## src/rtl/serial_adder.sv

```systemverilog
// serial_adder: bit-serial LSB-first adder, one two-half-add full-add slice per clock
module serial_adder #(
  parameter int WIDTH = 8
) (
  input  logic             clk,
  input  logic             rst_n,
  input  logic             start,
  input  logic [WIDTH-1:0] a,
  input  logic [WIDTH-1:0] b,
  output logic             busy,
  output logic             done,
  output logic [WIDTH-1:0] sum,
  output logic             cout
);
  localparam int CW = $clog2(WIDTH);
  typedef enum logic [1:0] {IDLE, RUN, DONE} state_t;
  state_t state_q, state_d;
  logic [WIDTH-1:0] a_q, a_d, b_q, b_d, ps_q, ps_d, sum_q, sum_d, ps_n;
  logic [CW-1:0] cnt_q, cnt_d;
  logic c_q, c_d, cout_q, cout_d, h1, g1, s, g2, c_n, last;
  assign h1 = a_q[0] ^ b_q[0];
  assign g1 = a_q[0] & b_q[0];
  assign s = h1 ^ c_q;
  assign g2 = h1 & c_q;
  assign c_n = g1 | g2;
  assign ps_n = {s, ps_q[WIDTH-1:1]};
  assign last = cnt_q == CW'(WIDTH - 1);
  always_comb begin
    state_d = state_q;
    a_d = a_q;
    b_d = b_q;
    c_d = c_q;
    cnt_d = cnt_q;
    ps_d = ps_q;
    sum_d = sum_q;
    cout_d = cout_q;
    if (state_q == IDLE && start) begin
      a_d = a;
      b_d = b;
      c_d = 1'b0;
      cnt_d = '0;
      ps_d = '0;
      state_d = RUN;
    end else if (state_q == RUN) begin
      a_d = a_q >> 1;
      b_d = b_q >> 1;
      c_d = c_n;
      cnt_d = cnt_q + CW'(1);
      ps_d = ps_n;
      state_d = last ? DONE : RUN;
      sum_d = last ? ps_n : sum_q;
      cout_d = last ? c_n : cout_q;
    end else if (state_q == DONE) begin
      state_d = IDLE;
    end
  end
  always_ff @(posedge clk) begin
    if (!rst_n) begin
      state_q <= IDLE;
      a_q <= '0;
      b_q <= '0;
      c_q <= 1'b0;
      cnt_q <= '0;
      ps_q <= '0;
      sum_q <= '0;
      cout_q <= 1'b0;
    end else begin
      state_q <= state_d;
      a_q <= a_d;
      b_q <= b_d;
      c_q <= c_d;
      cnt_q <= cnt_d;
      ps_q <= ps_d;
      sum_q <= sum_d;
      cout_q <= cout_d;
    end
  end
  assign busy = state_q == RUN;
  assign done = state_q == DONE;
  assign sum = sum_q;
  assign cout = cout_q;
endmodule

```

## config.mk

```make
export PLATFORM = sky130hd
export DESIGN_NAME = serial_adder
export DESIGN_NICKNAME = d
export VERILOG_FILES = /design/src/rtl/serial_adder.sv
export SDC_FILE = /design/constraint.sdc
export NUM_CORES = 1
export LEC_CHECK = 0
export ABC_AREA = 1
export BUFFER_PORTS_ARGS = -buffer_cell sky130_fd_sc_hd__buf_2
export CORE_MARGIN = 2
export CORE_UTILIZATION = 54
export DETAILED_ROUTE_END_ITERATION = 10
export PLACE_DENSITY = 0.77
export SYNTH_ARGS = -nofsm -noshare
export SYNTH_HDL_FRONTEND = slang
export SYNTH_SLANG_ARGS = --single-unit
export TNS_END_PERCENT = 5
```

## constraint.sdc

```tcl
create_clock -name clk -period 2.29 [get_ports clk]
set_input_delay 0.458 -clock clk [delete_from_list [all_inputs] [get_ports clk]]
set_output_delay 0.458 -clock clk [all_outputs]
set_load 0.02 [all_outputs]
```

### Yosys cells after proc, flatten, opt, wreduce, memory -nomap -nowiden

Index checks and enable logic that the tools add are counted.

* register bits: 39
* bits in latches: 0
* RAM bits: 0
* memory bits (read-only): 0
* bits of input ports: 19
* logic and storage cells: 35
* memories: 0

* add/sub/neg operators: 1
* $mul: 0
* div/mod/pow operators: 0
* $lt $le $gt $ge: 0
* equal/unequal tests: 3
* shifts and indexed selects: 0
* mux-type cells: 8
* bitwise gates (word level): 7
* reductions and logical operators: 7

Operators with widths (number)
* $mux 8: 4
* $mux 2: 3
* $reduce_bool 2->1: 2
* $add 3x1->3 const B: 1
* $eq 3x3->1 const B: 1
* $reduce_and 3->1: 1
* $reduce_bool 3->1: 1
* $and 1x1->1: 2
* $eq 2x1->1 const B: 1
* $eq 2x2->1 const B: 1
* $logic_not 2->1: 1
* $not 1->1: 2
* $reduce_or 2->1: 1
* $xor 1x1->1: 2
* $logic_and 1x1->1: 1
* $mux 1: 1
* $or 1x1->1: 1

### Longest topological paths before layout

Gate-level depths: netlist (run 1).

* word-level depth: 4
* gate-level depth with buffers: 8
* mapped depth without buffers: 6

### Worst setup path after synthesis (run 1)

OpenSTA, ideal clock, no wires.

* path kind: register to register
* from: reg state_q[1]
* to: reg a_q[0]
* setup time: 0.070 ns
* data arrival time: 1.290 ns
* slack: 0.930 ns
* cell stages (with the launch flop): 8
* path buffers: 2
* period minus slack after synthesis: 1.360 ns
* path through: dfxtp_1 -> inv_1 -> ha_1 -> buf_4 -> clkinv_2 -> buf_2 -> nand3_1 -> a21oi_1

* elaborated cells on any way between the ends: 5
* those cells by class: eq/ne: 1; mux: 1; reduce/logical: 3

RTL lines
* start, declared: line 17 `state_t state_q, state_d;`
* start signal, assigned: line 68 `state_q <= state_d;`
* $eq 2x1->1
* via busy: line 10 `output logic busy,`
* $reduce_bool 2->1 (no line)
* end signal, assigned: line 60 `a_q <= '0;`
* end signal, assigned: line 69 `a_q <= a_d;`
* end, declared: line 18 `logic [WIDTH-1:0] a_q, a_d, b_q, b_d, ps_q, ps_d, sum_q, sum_d, ps_n;`

The timed path passes the listed nets, and every way through them passes these cells.
A chain may end at the register's enable or synchronous reset.

### Worst setup path in the final report (run 1)

* from: reg state_q[1]
* to: reg a_q[4]

* longest elaborated chain between the ends: 3
* elaborated cells on any way between the ends: 5
* those cells by class: eq/ne: 1; mux: 1; reduce/logical: 3

RTL lines
* $logic_not 2->1: line 37 `if (state_q == IDLE && start) begin`
* $logic_and 1x1->1: line 37
* $mux 8 or $reduce_bool 2->1 (tied branches)

Parallel ways exist; a longest one is shown, timed or not.

==> out/results.ini, run 1 <==
[outcome]
status=finished, final reports clean

[synthesis]
synthTopCellsByCount=68 x nand2_1, 38 x dfxtp_1, 30 x nand3_1, 26 x a21oi_1, 23 x nor2_1
yosysTopAreaCell=dfxtp_1
ys_warn_count=0
synth_cell_types=19
postSynth.topFlopCell=dfxtp_1
synth_top_area_frac=0.445
syn_nets=265
ys_seq_area_frac=0.445
syn_inst=239
syn_area_um2=1710
async_flop_share=0
synth-edff-count=0
synthTopCellsByArea=dfxtp_1 45%, nand2_1 15%, nand3_1 8.8%
syn_avg_cell_area_um2=7.15
yosysMostFrequentCell=nand2_1
ys_seq_elements=38

[sta]
fin_crit_sh=0.814
final.setup.tns_ns=0
fmax_mhz=536
grt_setup_unrepaired=no
hold_violations=0
min_period_ns=1.87
worst_pin_slew_ns=0.526
slew_viol_final=0
slew_headroom=0.650
setup_viol=0
finClkSkew_ns=0.00738

[global_routing]
overflow=0
grt_use_met2=0.280
grt_util_met3=0.0779
grt_max_degree=20
grt_pass1_vias=1271
globalRouteMet1Util=0.296
grt_pass1_wl_um=5510
antenna_found_initial=0
top_usage_layer=met1
track_usage=0.209

[setup_path]
rr_worst_depth=7
start_kind=flip-flop
reg2reg_to=a_q[4]
crit_path_max_fanout=19
cp.arrival_ns=2.14
cp.required_ns=2.56
worst_setup_path_end_kind=flip-flop
worstSetupPathType=flip-flop to flip-flop
startpoint=state_q[1]
r2r_slack_ns=0.42
timing.critical_path.to=a_q[4]
reg2reg_from=state_q[1]

[placed_design]
dp_hpwl_um=2160
place_congestion=0.780
io_buffers=29

[floorplan]
dieArea_um2=3630
die_w_um=60.3
die_h_um=60.3
rows=20
coreArea_um2=3030
io_pins=30
start_util=0.564

[pwr]
power_mw=1.64
peakVddDrop_mv=0.571
p_leak_nw=0.885
powerDensity_nw_per_um2=865

[final_layout]
final_nets=291
drive_above_1_share=0.155
syn2layout_area_growth_pct=11.2
antenna_cells=0

[clock_tree]
htree_levels=2
cts_tree=done
cts_buffers=5
cts_setup_buffers=0
cts_buffer_depth=2
clkLatencyLatePin_ns=0.35
post_cts_resized=0
cts.sinks=38
hold_buffers=0
cts-root-buf=clkbuf_4
cts.clk_slew.worst_paths_ns=0.11

[detailed_routing]
drt_wl_total_um=3200
ant_nets=0
dr.pass1.iters=4
wl_per_cell_um=10.4
routed_via_density=4.88
drc=0
first_iter_violations=101
num_vias=1509

[min_path]
hold_path_class=primary input to flip-flop

[run]
drv_cap=0

[state kept, by name, summed over array words and instances (netlist names)]
name / flops
state_q: 2
c_q: 1
cnt_q: 3
a_q: 8
sum: 8
cout: 1
b_q: 8
ps_q: 7
[cells in the final DEF (no fill, tap or decap), drive strengths merged]
master   n
a21oi   26
buf     32
clkbuf   5
clkinv   6
dfxtp   38
fa       1
ha       6
inv     17
nand2   69
nand3   30
nor2    23
nor3b    1
o21ai   10
xnor2    1
[layer usage]
metal,vias up,wire length [um],share of wire
met5,-,0,0
met4,0,63,0.020
met3,5,153,0.048
met2,29,1290,0.40
met1,662,1690,0.53
li1,813,-,-
[logic make-up (layout without fill, tap and decap cells)]
kind of cell	Yosys count	count (layout)	share of synthesized area
adder cells (fa/ha/maj)	7	7	0.0556
AND/OR/NAND/NOR	123	123	0.296
buffers and inverters	34	60	0.0930
flip-flops	38	38	0.445
AO/OA/AOI/OAI	36	36	0.105
XOR/XNOR	1	1	0.00513
[how the worst min path moves through the flow]
| stage | start | to | slack, ns | depth (start not counted) |
|---|---|---|---|---|
| detailed placement | ps_q[1] | ps_q[1] | 0.46 | 2 |
| floorplan | ps_q[1] | ps_q[1] | 0.44 | 2 |
| global placement | cnt_q[1] | cnt_q[1] | 0.45 | 2 |
| CTS | a[7] | a_q[7] | 0.33 | 3 |
| global route | a[7] | a_q[7] | 0.34 | 3 |
| finish | a[7] | a_q[7] | 0.35 | 3 |
[critical path, cell delays in order, from the launching register on]
cell,delay (ns)
dfxtp_1,0.34
inv_1,0.10
ha_1,0.49
nand2_2,0.30
buf_4,0.29
nand2_1,0.07
nand2_1,0.06
a21oi_1,0.13
[power breakdown]
part	internal (mW)	total, mW	switching, mW
Sequential	0.744	0.789	0.0453
Clock	0.110	0.322	0.211
Combinational	0.185	0.533	0.348
[per-stage QoR]
step                       util  setup WS (ns)  instance area, um^2  cells  hold WS (ns)
after global routing      0.628          0.288                 1900    309         0.345
after CTS                 0.628          0.457                 1900    309         0.332
after floorplan               -          0.930                 1710    239         0.438
final                     0.628          0.425                 1900    309         0.349
after detailed placement  0.612          0.478                 1850    302         0.463
after global placement    0.612          0.541                 1850    302         0.453
[cell type report]
| type | instances | area, um^2 |
|---|---|---|
| Fill cell | 294 | 1130 |
| Clock inverter | 2 | 10.0 |
| Tap cell | 44 | 55.1 |
| Clock buffer | 5 | 37.5 |
| Timing Repair Buffer | 32 | 168 |
| Sequential cell | 38 | 761 |
| Inverter | 21 | 80.1 |
| Multi-Input combinational cell | 167 | 790 |
Note: power is estimated with default switching activity, not from simulation.
==> inputs of run 2 (changes only) <==
--- a/config.mk
+++ b/config.mk
@@ -5,12 +5,12 @@
 export SDC_FILE = /design/constraint.sdc
 export NUM_CORES = 1
 export LEC_CHECK = 0
-export ABC_AREA = 1
+export ABC_AREA = 0
 export BUFFER_PORTS_ARGS = -buffer_cell sky130_fd_sc_hd__buf_2
 export CORE_MARGIN = 2
-export CORE_UTILIZATION = 54
+export CORE_UTILIZATION = 49
 export DETAILED_ROUTE_END_ITERATION = 10
-export PLACE_DENSITY = 0.77
+export PLACE_DENSITY = 0.74
 export SYNTH_ARGS = -nofsm -noshare
 export SYNTH_HDL_FRONTEND = slang
 export SYNTH_SLANG_ARGS = --single-unit
==> constraint.sdc (replaced) <==
create_clock -name clk -period 1.7 [get_ports clk]
set_input_delay 0.34 -clock clk [delete_from_list [all_inputs] [get_ports clk]]
set_output_delay 0.34 -clock clk [all_outputs]
set_load 0.02 [all_outputs]
==> run 2 against run 1 <==
  * Global-route usage is 3.8 points lower
  * Final area fell by 2.5%
  * Synthesized area is 4.5% lower
  * Sequential power grew 21%
  * Cell count fell by 23%
  * Flip-flop and latch count unchanged
  * Clock power rose by 49%
  * Die area is 4.9% higher
  * Non-clock buffer count stayed put
  * Count of clock-buffer cells in the layout is 2 higher
  * Via count fell by 21%
  * Combinational power fell by 57%
  * Critical path type is now flip-flop to primary output
  * Largest cell class unchanged
==> out/results.ini, run 2 <==
[outcome]
status=finished, final reports clean

[global_routing]
antenna_found_initial=0  ; unchanged
grt_pass1_vias=1071  ; -16%
grt_max_degree=32  ; +60%
grt_pass1_wl_um=4640  ; -16%
track_usage=0.171  ; -0.0382
overflow=0  ; unchanged

[floorplan]
rows=20  ; unchanged
coreArea_um2=3100  ; +2.5%
dieArea_um2=3810  ; +4.9%
die_h_um=61.7  ; +2.4%
start_util=0.526  ; -0.0387
io_pins=30  ; unchanged
die_w_um=61.7  ; +2.4%

[clock_tree]
cts_buffers=5  ; unchanged
cts-root-buf=clkbuf_4
htree_levels=2  ; unchanged
post_cts_resized=0  ; unchanged
cts.sinks=38  ; unchanged
clkLatencyLatePin_ns=0.34  ; about the same
cts_tree=done
cts_setup_buffers=0  ; unchanged
hold_buffers=0  ; unchanged
cts_buffer_depth=2  ; unchanged
cts.clk_slew.worst_paths_ns=0.10  ; about the same

[final_layout]
syn2layout_area_growth_pct=13.6
fillers=291  ; -1.0%
final_cell_mix=38 x dfxtp_1, 29 x buf_2, 25 x mux2i_1
drive_above_1_share=0.253  ; +0.0979
antenna_cells=0  ; unchanged
layout_commonest_cell=dfxtp_1
final_nets=219  ; -25%

[synthesis]
syn_avg_cell_area_um2=9.95  ; +39%
postSynth.topFlopCell=dfxtp_1
synth_top_area_frac=0.466  ; +0.0212
syn_area_um2=1630  ; -4.5%
yosysMostFrequentCell=dfxtp_1
synthTopCellsByArea=dfxtp_1 47%, mux2i_1 15%, a21boi_2 6.2%
synth_cell_types=23  ; +4
yosysTopAreaCell=dfxtp_1
async_flop_share=0  ; unchanged
ys_warn_count=0  ; unchanged
syn_inst=164  ; -31%
ys_seq_elements=38  ; unchanged
syn_nets=190  ; -28%
ys_seq_area_frac=0.466  ; +0.0212
synth-edff-count=0  ; unchanged
synthTopCellsByCount=38 x dfxtp_1, 25 x mux2i_1, 24 x nand2_1, 14 x a21oi_1, 14 x o21ai_0

[detailed_routing]
first_iter_violations=41  ; -59%
num_vias=1195  ; -21%
drc=0  ; unchanged
routed_via_density=5.02  ; +2.8%
ant_nets=0  ; unchanged
wl_per_cell_um=11.7  ; +13%
dr.pass1.iters=2  ; -2
drt_wl_total_um=2790  ; -13%

[run]
drv_cap=0  ; unchanged

[setup_path]
cp.arrival_ns=1.20  ; -0.94 ns
crit_path_max_fanout=4  ; -15
cp.required_ns=1.36  ; -1.20 ns
r2r_slack_ns=0.24  ; -0.18 ns
start_kind=flip-flop
worst_setup_path_end_kind=primary output
worstSetupPathType=flip-flop to primary output

[pwr]
peakVddDrop_mv=0.464  ; -19%
powerDensity_nw_per_um2=898  ; +3.9%
p_leak_nw=0.752  ; -15%

[sta]
worst_pin_slew_ns=0.387  ; -0.139 ns
whs_ns=0.242  ; -0.107 ns
hold_violations=0  ; unchanged
grt_setup_unrepaired=no
fmax_mhz=649
fin_crit_sh=0.907
finClkSkew_ns=0.00828  ; +0.000902 ns
min_period_ns=1.54
final.setup.tns_ns=0  ; unchanged
slew_headroom=0.742  ; +0.0924
setup_viol=0  ; unchanged
slew_viol_final=0  ; unchanged

[min_path]
hold_path_class=primary input to flip-flop

[placed_design]
place_congestion=0.716  ; -8.2%
dp_hpwl_um=2070  ; -4.4%
io_buffers=29  ; unchanged

run 2: report_power, final:
part	switching, mW	internal [mW]
clock network	0.279	0.200
logic	0.117	0.110
registers	0.0248	0.934
total	0.421	1.24
run 2: per-layer routing:
metal  up-vias  wire, um  part of all wire  global-route usage
met5         -         0                 0                   0
met4         0        93             0.033              0.0973
met3        10       141             0.051              0.0663
met2        28      1300              0.47               0.277
met1       538      1250              0.45               0.193
li1        619         -                 -                   -
run 2: area by class of cell:
cell class              instances  area (um^2)  share of cell area
multi-input cells             114          790               0.426
clock inverters                 1         5.00             0.00270
clock buffers                   7         55.1              0.0297
well taps                      44         55.1              0.0297
repair buffers                 32          180              0.0972
inverters                       2         7.51             0.00405
flip-flops and latches         38          761               0.411
run 2: stage by stage:
step / utilization / cells / setup WS [ns] / cell area [um^2] / total power, mW
4_1_cts: 0.597 / 238 / 0.150 / 1850 / 1.68
3_3_place_gp: 0.578 / 230 / 0.337 / 1790 / 1.19
5_1_grt: 0.597 / 238 / 0.0570 / 1850 / 1.76
3_5_place_dp: 0.578 / 230 / 0.268 / 1790 / 1.21
2_1_floorplan: - / 164 / 0.331 / 1630 / 1.15
6_report: 0.597 / 238 / 0.159 / 1850 / 1.66
run 2: worst paths after layout:
kind / start / depth (start not counted) / to
worst min-delay path: a[7] / 3 / a_q[7]
worst max-delay path: state_q[1] / 3 / busy
worst min register to register: sum[3] / 2 / sum[3]
worst max register to register: state_q[0] / 6 / state_q[1]
run 2: cells by family (layout without fill, tap and decap cells):
family                   count (synthesis)  in the layout  share of synthesized area
multiplexers                            25             25                      0.153
buffers and inverters                   12             42                     0.0498
XOR/XNOR                                 1              1                    0.00537
AO/OA/AOI/OAI                           41             41                      0.166
flip-flops                              38             38                      0.466
adder cells (fa/ha/maj)                  7              7                     0.0583
AND/OR/NAND/NOR                         40             40                      0.101
run 2: critical path, stage by stage (launching register included):
cell	delay [ns]
dfxtp_1	0.37
inv_1	0.08
ha_1	0.24
buf_2	0.18
